--- src/rtl/imem_port_arbiter_pkg.sv ---
// rtl/imem_port_arbiter_pkg.sv - response-owner state encodings and address-fault helper
package imem_port_arbiter_pkg;

    typedef enum logic [1:0] {
        S_IDLE   = 2'd0,
        S_RESP_F = 2'd1,
        S_RESP_L = 2'd2
    } resp_state_t;

    localparam logic OWNER_F = 1'b0;
    localparam logic OWNER_L = 1'b1;

    // 33-bit sum so addresses near 2^32 cannot wrap back into the legal range
    function automatic logic addr_fault(input logic [31:0] adr, input logic [32:0] limit);
        return (adr[1:0] != 2'b00) || (({1'b0, adr} + 33'd3) >= limit);
    endfunction

endpackage

--- src/rtl/imem_port_arbiter_if.sv ---
// rtl/imem_port_arbiter_if.sv - fetch/load requester and memory read-port bundle
interface imem_port_arbiter_if;

    logic        i_f_req;
    logic [31:0] i_f_adr;
    logic        i_flush;
    logic        o_f_gnt;
    logic        o_f_valid;
    logic [31:0] o_f_rdata;
    logic        o_f_err;

    logic        i_l_req;
    logic [31:0] i_l_adr;
    logic        o_l_gnt;
    logic        o_l_valid;
    logic [31:0] o_l_rdata;
    logic        o_l_err;

    logic [31:0] o_mem_adr;
    logic [31:0] i_mem_rdata;

    modport slave (
        input  i_f_req, i_f_adr, i_flush, i_l_req, i_l_adr, i_mem_rdata,
        output o_f_gnt, o_f_valid, o_f_rdata, o_f_err,
        output o_l_gnt, o_l_valid, o_l_rdata, o_l_err, o_mem_adr
    );

    modport master (
        output i_f_req, i_f_adr, i_flush, i_l_req, i_l_adr, i_mem_rdata,
        input  o_f_gnt, o_f_valid, o_f_rdata, o_f_err,
        input  o_l_gnt, o_l_valid, o_l_rdata, o_l_err, o_mem_adr
    );

endinterface

--- src/rtl/imem_arb_starve_ctr.sv ---
// rtl/imem_arb_starve_ctr.sv - counts consecutive denied fetch cycles, flags when fetch must win
module imem_arb_starve_ctr #(
    parameter int unsigned STARVE_MAX = 4
) (
    input  logic i_clk,
    input  logic i_rst,
    input  logic i_inc,
    input  logic i_clr,
    output logic o_guard
);

    logic [3:0] cnt;

    always_ff @(posedge i_clk) begin
        if (i_rst) begin
            cnt <= 4'd0;
        end else if (i_clr) begin
            cnt <= 4'd0;
        end else if (i_inc && (cnt != 4'(STARVE_MAX))) begin
            cnt <= cnt + 4'd1;
        end
    end

    assign o_guard = (cnt == 4'(STARVE_MAX));

endmodule

--- src/rtl/imem_port_arbiter.sv ---
// rtl/imem_port_arbiter.sv - fetch/load arbiter for the imem read port; optional IMEM_ARB_STARVE_GUARD_EN
module imem_port_arbiter
    import imem_port_arbiter_pkg::*;
#(
    parameter int unsigned MEM_BYTES  = 32'h0010_0000,
    parameter int unsigned STARVE_MAX = 4
) (
    input  logic i_clk,
    input  logic i_rst,
    imem_port_arbiter_if.slave bus
);

    logic        guard;
    logic        f_ok;
    logic        f_gnt;
    logic        l_gnt;
    logic        owner;
    logic        f_fault;
    logic        l_fault;
    logic        gnt_fault;
    logic [31:0] mem_adr;
    logic [31:0] last_adr;
    resp_state_t state;
    logic [31:0] rdata_q;
    logic        err_q;

`ifdef IMEM_ARB_STARVE_GUARD_EN
    imem_arb_starve_ctr #(
        .STARVE_MAX (STARVE_MAX)
    ) u_starve_ctr (
        .i_clk   (i_clk),
        .i_rst   (i_rst),
        .i_inc   (bus.i_f_req && !bus.i_flush && l_gnt),
        .i_clr   (f_gnt || !bus.i_f_req || bus.i_flush),
        .o_guard (guard)
    );
`else
    logic [3:0] starve_max_unused;
    assign starve_max_unused = 4'(STARVE_MAX);
    assign guard = 1'b0;
`endif

    always_comb begin
        f_ok      = bus.i_f_req && !bus.i_flush && !i_rst;
        l_gnt     = bus.i_l_req && !i_rst && !(f_ok && guard);
        f_gnt     = f_ok && (!bus.i_l_req || guard);
        owner     = l_gnt ? OWNER_L : OWNER_F;
        f_fault   = addr_fault(bus.i_f_adr, 33'(MEM_BYTES));
        l_fault   = addr_fault(bus.i_l_adr, 33'(MEM_BYTES));
        gnt_fault = (owner == OWNER_L) ? l_fault : f_fault;
        // With no grant the port keeps its previous address so the memory sees no spurious toggles
        if (i_rst)      mem_adr = 32'd0;
        else if (l_gnt) mem_adr = bus.i_l_adr;
        else if (f_gnt) mem_adr = bus.i_f_adr;
        else            mem_adr = last_adr;
    end

    always_ff @(posedge i_clk) begin
        if (i_rst) begin
            state    <= S_IDLE;
            rdata_q  <= 32'd0;
            err_q    <= 1'b0;
            last_adr <= 32'd0;
        end else begin
            last_adr <= mem_adr;
            if (l_gnt || f_gnt) begin
                state   <= (owner == OWNER_L) ? S_RESP_L : S_RESP_F;
                rdata_q <= gnt_fault ? 32'd0 : bus.i_mem_rdata;
                err_q   <= gnt_fault;
            end else begin
                state   <= S_IDLE;
                rdata_q <= 32'd0;
                err_q   <= 1'b0;
            end
        end
    end

    // A flush in the response cycle discards a pending fetch word; reset drops any response
    logic f_valid;
    logic l_valid;
    assign f_valid = (state == S_RESP_F) && !bus.i_flush && !i_rst;
    assign l_valid = (state == S_RESP_L) && !i_rst;

    assign bus.o_f_gnt   = f_gnt;
    assign bus.o_l_gnt   = l_gnt;
    assign bus.o_mem_adr = mem_adr;
    assign bus.o_f_valid = f_valid;
    assign bus.o_f_rdata = f_valid ? rdata_q : 32'd0;
    assign bus.o_f_err   = f_valid && err_q;
    assign bus.o_l_valid = l_valid;
    assign bus.o_l_rdata = l_valid ? rdata_q : 32'd0;
    assign bus.o_l_err   = l_valid && err_q;

endmodule
--- src/flat_wrapper.sv ---
// flat-port wrapper written by rule: the top's interface ports become plain ports
module imem_port_arbiter_flat import imem_port_arbiter_pkg::*;
#(
    parameter int unsigned MEM_BYTES  = 32'h0010_0000,
    parameter int unsigned STARVE_MAX = 4
)
  (i_clk, i_rst, bus_i_f_req, bus_i_f_adr, bus_i_flush, bus_i_l_req, bus_i_l_adr, bus_i_mem_rdata, bus_o_f_gnt, bus_o_f_valid, bus_o_f_rdata, bus_o_f_err, bus_o_l_gnt, bus_o_l_valid, bus_o_l_rdata, bus_o_l_err, bus_o_mem_adr);
  imem_port_arbiter_if bus_i ();
  input  logic i_clk;
  input  logic i_rst;
  input wire logic [$bits(bus_i.i_f_req)-1:0] bus_i_f_req;
  input wire logic [$bits(bus_i.i_f_adr)-1:0] bus_i_f_adr;
  input wire logic [$bits(bus_i.i_flush)-1:0] bus_i_flush;
  input wire logic [$bits(bus_i.i_l_req)-1:0] bus_i_l_req;
  input wire logic [$bits(bus_i.i_l_adr)-1:0] bus_i_l_adr;
  input wire logic [$bits(bus_i.i_mem_rdata)-1:0] bus_i_mem_rdata;
  output wire logic [$bits(bus_i.o_f_gnt)-1:0] bus_o_f_gnt;
  output wire logic [$bits(bus_i.o_f_valid)-1:0] bus_o_f_valid;
  output wire logic [$bits(bus_i.o_f_rdata)-1:0] bus_o_f_rdata;
  output wire logic [$bits(bus_i.o_f_err)-1:0] bus_o_f_err;
  output wire logic [$bits(bus_i.o_l_gnt)-1:0] bus_o_l_gnt;
  output wire logic [$bits(bus_i.o_l_valid)-1:0] bus_o_l_valid;
  output wire logic [$bits(bus_i.o_l_rdata)-1:0] bus_o_l_rdata;
  output wire logic [$bits(bus_i.o_l_err)-1:0] bus_o_l_err;
  output wire logic [$bits(bus_i.o_mem_adr)-1:0] bus_o_mem_adr;
  assign bus_i.i_f_req = bus_i_f_req;
  assign bus_i.i_f_adr = bus_i_f_adr;
  assign bus_i.i_flush = bus_i_flush;
  assign bus_i.i_l_req = bus_i_l_req;
  assign bus_i.i_l_adr = bus_i_l_adr;
  assign bus_i.i_mem_rdata = bus_i_mem_rdata;
  assign bus_o_f_gnt = bus_i.o_f_gnt;
  assign bus_o_f_valid = bus_i.o_f_valid;
  assign bus_o_f_rdata = bus_i.o_f_rdata;
  assign bus_o_f_err = bus_i.o_f_err;
  assign bus_o_l_gnt = bus_i.o_l_gnt;
  assign bus_o_l_valid = bus_i.o_l_valid;
  assign bus_o_l_rdata = bus_i.o_l_rdata;
  assign bus_o_l_err = bus_i.o_l_err;
  assign bus_o_mem_adr = bus_i.o_mem_adr;
  imem_port_arbiter #(.MEM_BYTES(MEM_BYTES), .STARVE_MAX(STARVE_MAX)) u_core (.i_clk(i_clk), .i_rst(i_rst), .bus(bus_i));
endmodule
--- config.mk ---
export PLATFORM = sky130hd
export DESIGN_NAME = imem_port_arbiter_flat
export DESIGN_NICKNAME = d
export VERILOG_FILES = /design/src/rtl/imem_port_arbiter_pkg.sv /design/src/rtl/imem_port_arbiter_if.sv /design/src/rtl/imem_arb_starve_ctr.sv /design/src/rtl/imem_port_arbiter.sv /design/src/flat_wrapper.sv
export SDC_FILE = /design/constraint.sdc
export NUM_CORES = 1
export LEC_CHECK = 0
export BUFFER_PORTS_ARGS = -buffer_cell sky130_fd_sc_hd__clkbuf_2
export CAP_MARGIN = 10
export CORE_MARGIN = 1.5
export CORE_UTILIZATION = 40
export DETAILED_ROUTE_END_ITERATION = 8
export PLACE_DENSITY = 0.75
export SLEW_MARGIN = 20
export SYNTH_ARGS = -nofsm -noshare
export SYNTH_HDL_FRONTEND = slang
export SYNTH_SLANG_ARGS = --single-unit
export TNS_END_PERCENT = 10
--- constraint.sdc ---
create_clock -name i_clk -period 2.2 [get_ports i_clk]
set_input_delay 0.22 -clock i_clk [delete_from_list [all_inputs] [get_ports i_clk]]
set_output_delay 0.22 -clock i_clk [all_outputs]
set_load 0.02 [all_outputs]
==> reports/results.tsv <==
stage	metric	value	unit
logic_synthesis	Seq cells post-synth	67	
power	Internal Power	1.98	mW
detailed_routing	TritonRoute pass-1 iters	4	
sta	Final WS setup	164	ps
grt	GRT Util Overall	22.5	%
power	cell leakage power	2.57	nW
setup_path	required time worst endpoint	2480	ps
logic_synthesis	Area contributors post-synth	dfxtp_1 38%, and2_1 12%, nor2_1 10%	
logic_synthesis	Gate Count Post-Synth	439	
clocking	# hold bufs at CTS	0	
setup_path	Max FO, Critical Path	33	
sta	Relative slew margins	57.9	%
power	Sw Ratio	28.7	%
place	placed cell areas	4840	um^2
detailed_routing	antenna-violating nets left	0	
finish	area delta synth->final	44.2	%
finish	fin area	5040	um^2
logic_synthesis	cell area after synthesis	3500	um^2
place	Port Buf Inserts	202	
setup_path	path type of the worst setup path	in -> reg	
logic_synthesis	top-area cell type share of the netlist area	38.4	%
setup_path	CP Launch Type	primary input	
power	Clock power frac	37.4	%
finish	nets	762	
finish	commonest non-fill, non-tap cells in the layout	202 x clkbuf_2, 97 x nor2_1, 67 x and2_1, 67 x dfxtp_1, 38 x buf_4	
clocking	CTS sink cnt	67	
detailed_routing	Post-Route M1 WL	4300	um
clocking	clock root buffer	clkbuf_8	
setup_path	reg2reg end	u_core.last_adr[25]	
die	Starting Density	41.9	%
clocking	register clock-pin slew on the reported worst setup and hold paths	80	ps
sta	RSZ-0062 raised after global routing	false	
setup_path	CP endpoint kind	register	
finish	Non-Filler Instances	771	
grt	antenna violations before repair	0	
detailed_routing	Total Wirelength	10600	um
logic_synthesis	number of synthesis warnings	0	
sta	fin. max-slew vios	0	
power	Peak VDD IR	0.261	mV
sta	Setup Skew	0	ps
outcome	outcome	completed	
clocking	cts repair resizes	0	
power	pwr dens	552	nW/um^2
hold_path	Hold EP	u_core.rdata_q[0]	
finish	ANT cells	0	
logic_synthesis	number of synthesized flops with an enable pin	0	
logic_synthesis	area leader, netlist	dfxtp_1	
grt	grt ovf	0	
place	GP Congestion	0.879	
hold_path	hold path depth	2	
clocking	H-tree depth	3	
die	Die W	96.5	um
logic_synthesis	syn avg cell area	7.96	um^2
finish	commonest non-fill, non-tap cell in the layout	clkbuf_2	
sta	fin crit share	92.5	%
sta	Slew @ Worst Pin	632	ps
setup_path	Worst EP arrival	2310	ps
setup_path	R2R cell count	3	
clocking	CTS Buffer Depth	2	
detailed_routing	vias per cell	5.01	
die	die area	9310	um^2
detailed_routing	top layer reached by signal wires	met4	
clocking	total clock buffers created by CTS	9	
clocking	latest clock arrival within the worst-skew pair	340	ps
detailed_routing	Detailed Route Iter0 Violations	127	
detailed_routing	metal2 WL	5270	um
die	Ports	203	
sta	Fin. Hold Viols	0	
hold_path	Hold Startpoint	bus_i_mem_rdata[0]	
place	placed insts	755	
logic_synthesis	Mapped Nets	540	
place	dpl hpwl	8190	um
detailed_routing	DR WL/cell	13.8	um
die	Core Area	8340	um^2
power	Sequential Power Share	45.3	%
clocking	post-CTS setup buffer count	0	
sta	# setup viols final	0	
sta	Fmax	491	MHz
logic_synthesis	sequential area share after synthesis	38.4	%
setup_path	setup slack, reg-to-reg	1280	ps
logic_synthesis	fraction of registers with async set/reset	0	%
hold_path	Hold Crit Class	in -> reg	
clocking	CTS tree	built	
finish	layout cells sized above 1	40.2	%
sta	minimum clock period	2040	ps
power	Sw Pwr	0.799	mW
grt	maximum number of pins on one net before global-route repair	69	
logic_synthesis	top_reg_cell synth	dfxtp_1	
setup_path	worst r2r src	u_core.last_adr[25]	
place	pre-CTS setup slack	-212	ps
grt	first-pass GRT wire length	15900	um
detailed_routing	routed via count	3863	
detailed_routing	WL met3	872	um
logic_synthesis	distinct cell type count after synthesis	42	
power	Comb power frac	17.3	%
die	Site Rows	33	
grt	vias in the first global route	3438	
flow_run	Max Cap Violations	0	
die	die span in y	96.5	um
detailed_routing	DRC	0	
power	total chip power	2.78	mW
## Yosys cell counts (2+ instances only)
| cell | number |
|---|---|
| a211oi_1 | 5 |
| a21oi_1 | 31 |
| a31oi_1 | 3 |
| and2_1 | 67 |
| and3_1 | 33 |
| buf_1 | 2 |
| buf_6 | 3 |
| clkbuf_1 | 26 |
| dfxtp_1 | 67 |
| inv_1 | 4 |
| mux2i_1 | 32 |
| nand2_1 | 4 |
| nand3_1 | 3 |
| nand4_1 | 17 |
| nor2_1 | 97 |
| nor2b_1 | 6 |
| nor3_1 | 7 |
| nor3b_1 | 2 |
| nor4_1 | 4 |
| o211ai_1 | 2 |
| o21ai_0 | 3 |
## cells by family after synthesis
family,synth area share (%)
AO/OA/AOI/OAI,9.41
XOR/XNOR,0.251
buffers and inverters,4.40
flip-flops,38.4
multiplexers,9.48
AND/OR/NAND/NOR,38.1
## worst max-delay path, cell delays in order
cell,delay [ps]
clkbuf_2,90
nand4_1,200
nor3_2,290
nand2_2,80
or4b_1,460
a2111o_1,460
o21ai_4,150
buf_12,180
and3_1,160
## cell type report
class	instances	area (um^2)
timing repair buffer	242	1340
tap	105	131
fill	773	3300
inverter	4	15.0
clock buffer	9	124
sequential	67	1340
multi-input combinational	337	2020
clock inverter	7	76.3
## flip-flops by register name, summed over array words and instances, names as in the netlist
name and count:
u_core.err_q 1, u_core.rdata_q 32, u_core.state 2, u_core.last_adr 32
## power by group through the flow
stage / Sequential [mW] / Clock, mW / Combinational, mW
after global routing: 1.26 / 1.13 / 0.529
after CTS: 1.26 / 1.07 / 0.481
final: 1.26 / 1.04 / 0.481
after detailed placement: 1.29 / 0 / 0.479
after global placement: 1.29 / 0 / 0.471
after floorplan: 1.28 / 0 / 0.241
## layer usage
layer  vias up  track usage [%]
li1       1947                -
met1      1727             26.5
met2       174             39.1
met3        15             5.16
met4         0             9.18
met5         -                0
## worst max path at each step
stage | startpoint | to | cells after the start
global placement | bus_i_l_adr[2] | u_core.rdata_q[10] | 11
CTS | bus_i_l_adr[2] | u_core.rdata_q[18] | 11
global route | bus_i_f_adr[3] | u_core.rdata_q[26] | 9
detailed placement | bus_i_l_adr[2] | u_core.rdata_q[18] | 11
finish | bus_i_f_adr[3] | u_core.rdata_q[10] | 9
floorplan | bus_i_f_adr[3] | u_core.rdata_q[10] | 8
## metrics by stage
stage          hold slack, ps  util (%)  setup TNS (ps)
6_report                  102      60.4               0
5_1_grt                  77.9      60.4               0
4_1_cts                  82.2      60.4               0
3_5_place_dp              446      58.0           -6600
3_3_place_gp              445      58.0           -5140
2_1_floorplan             366         -               0
Note: power is estimated with default switching activity, not from simulation.
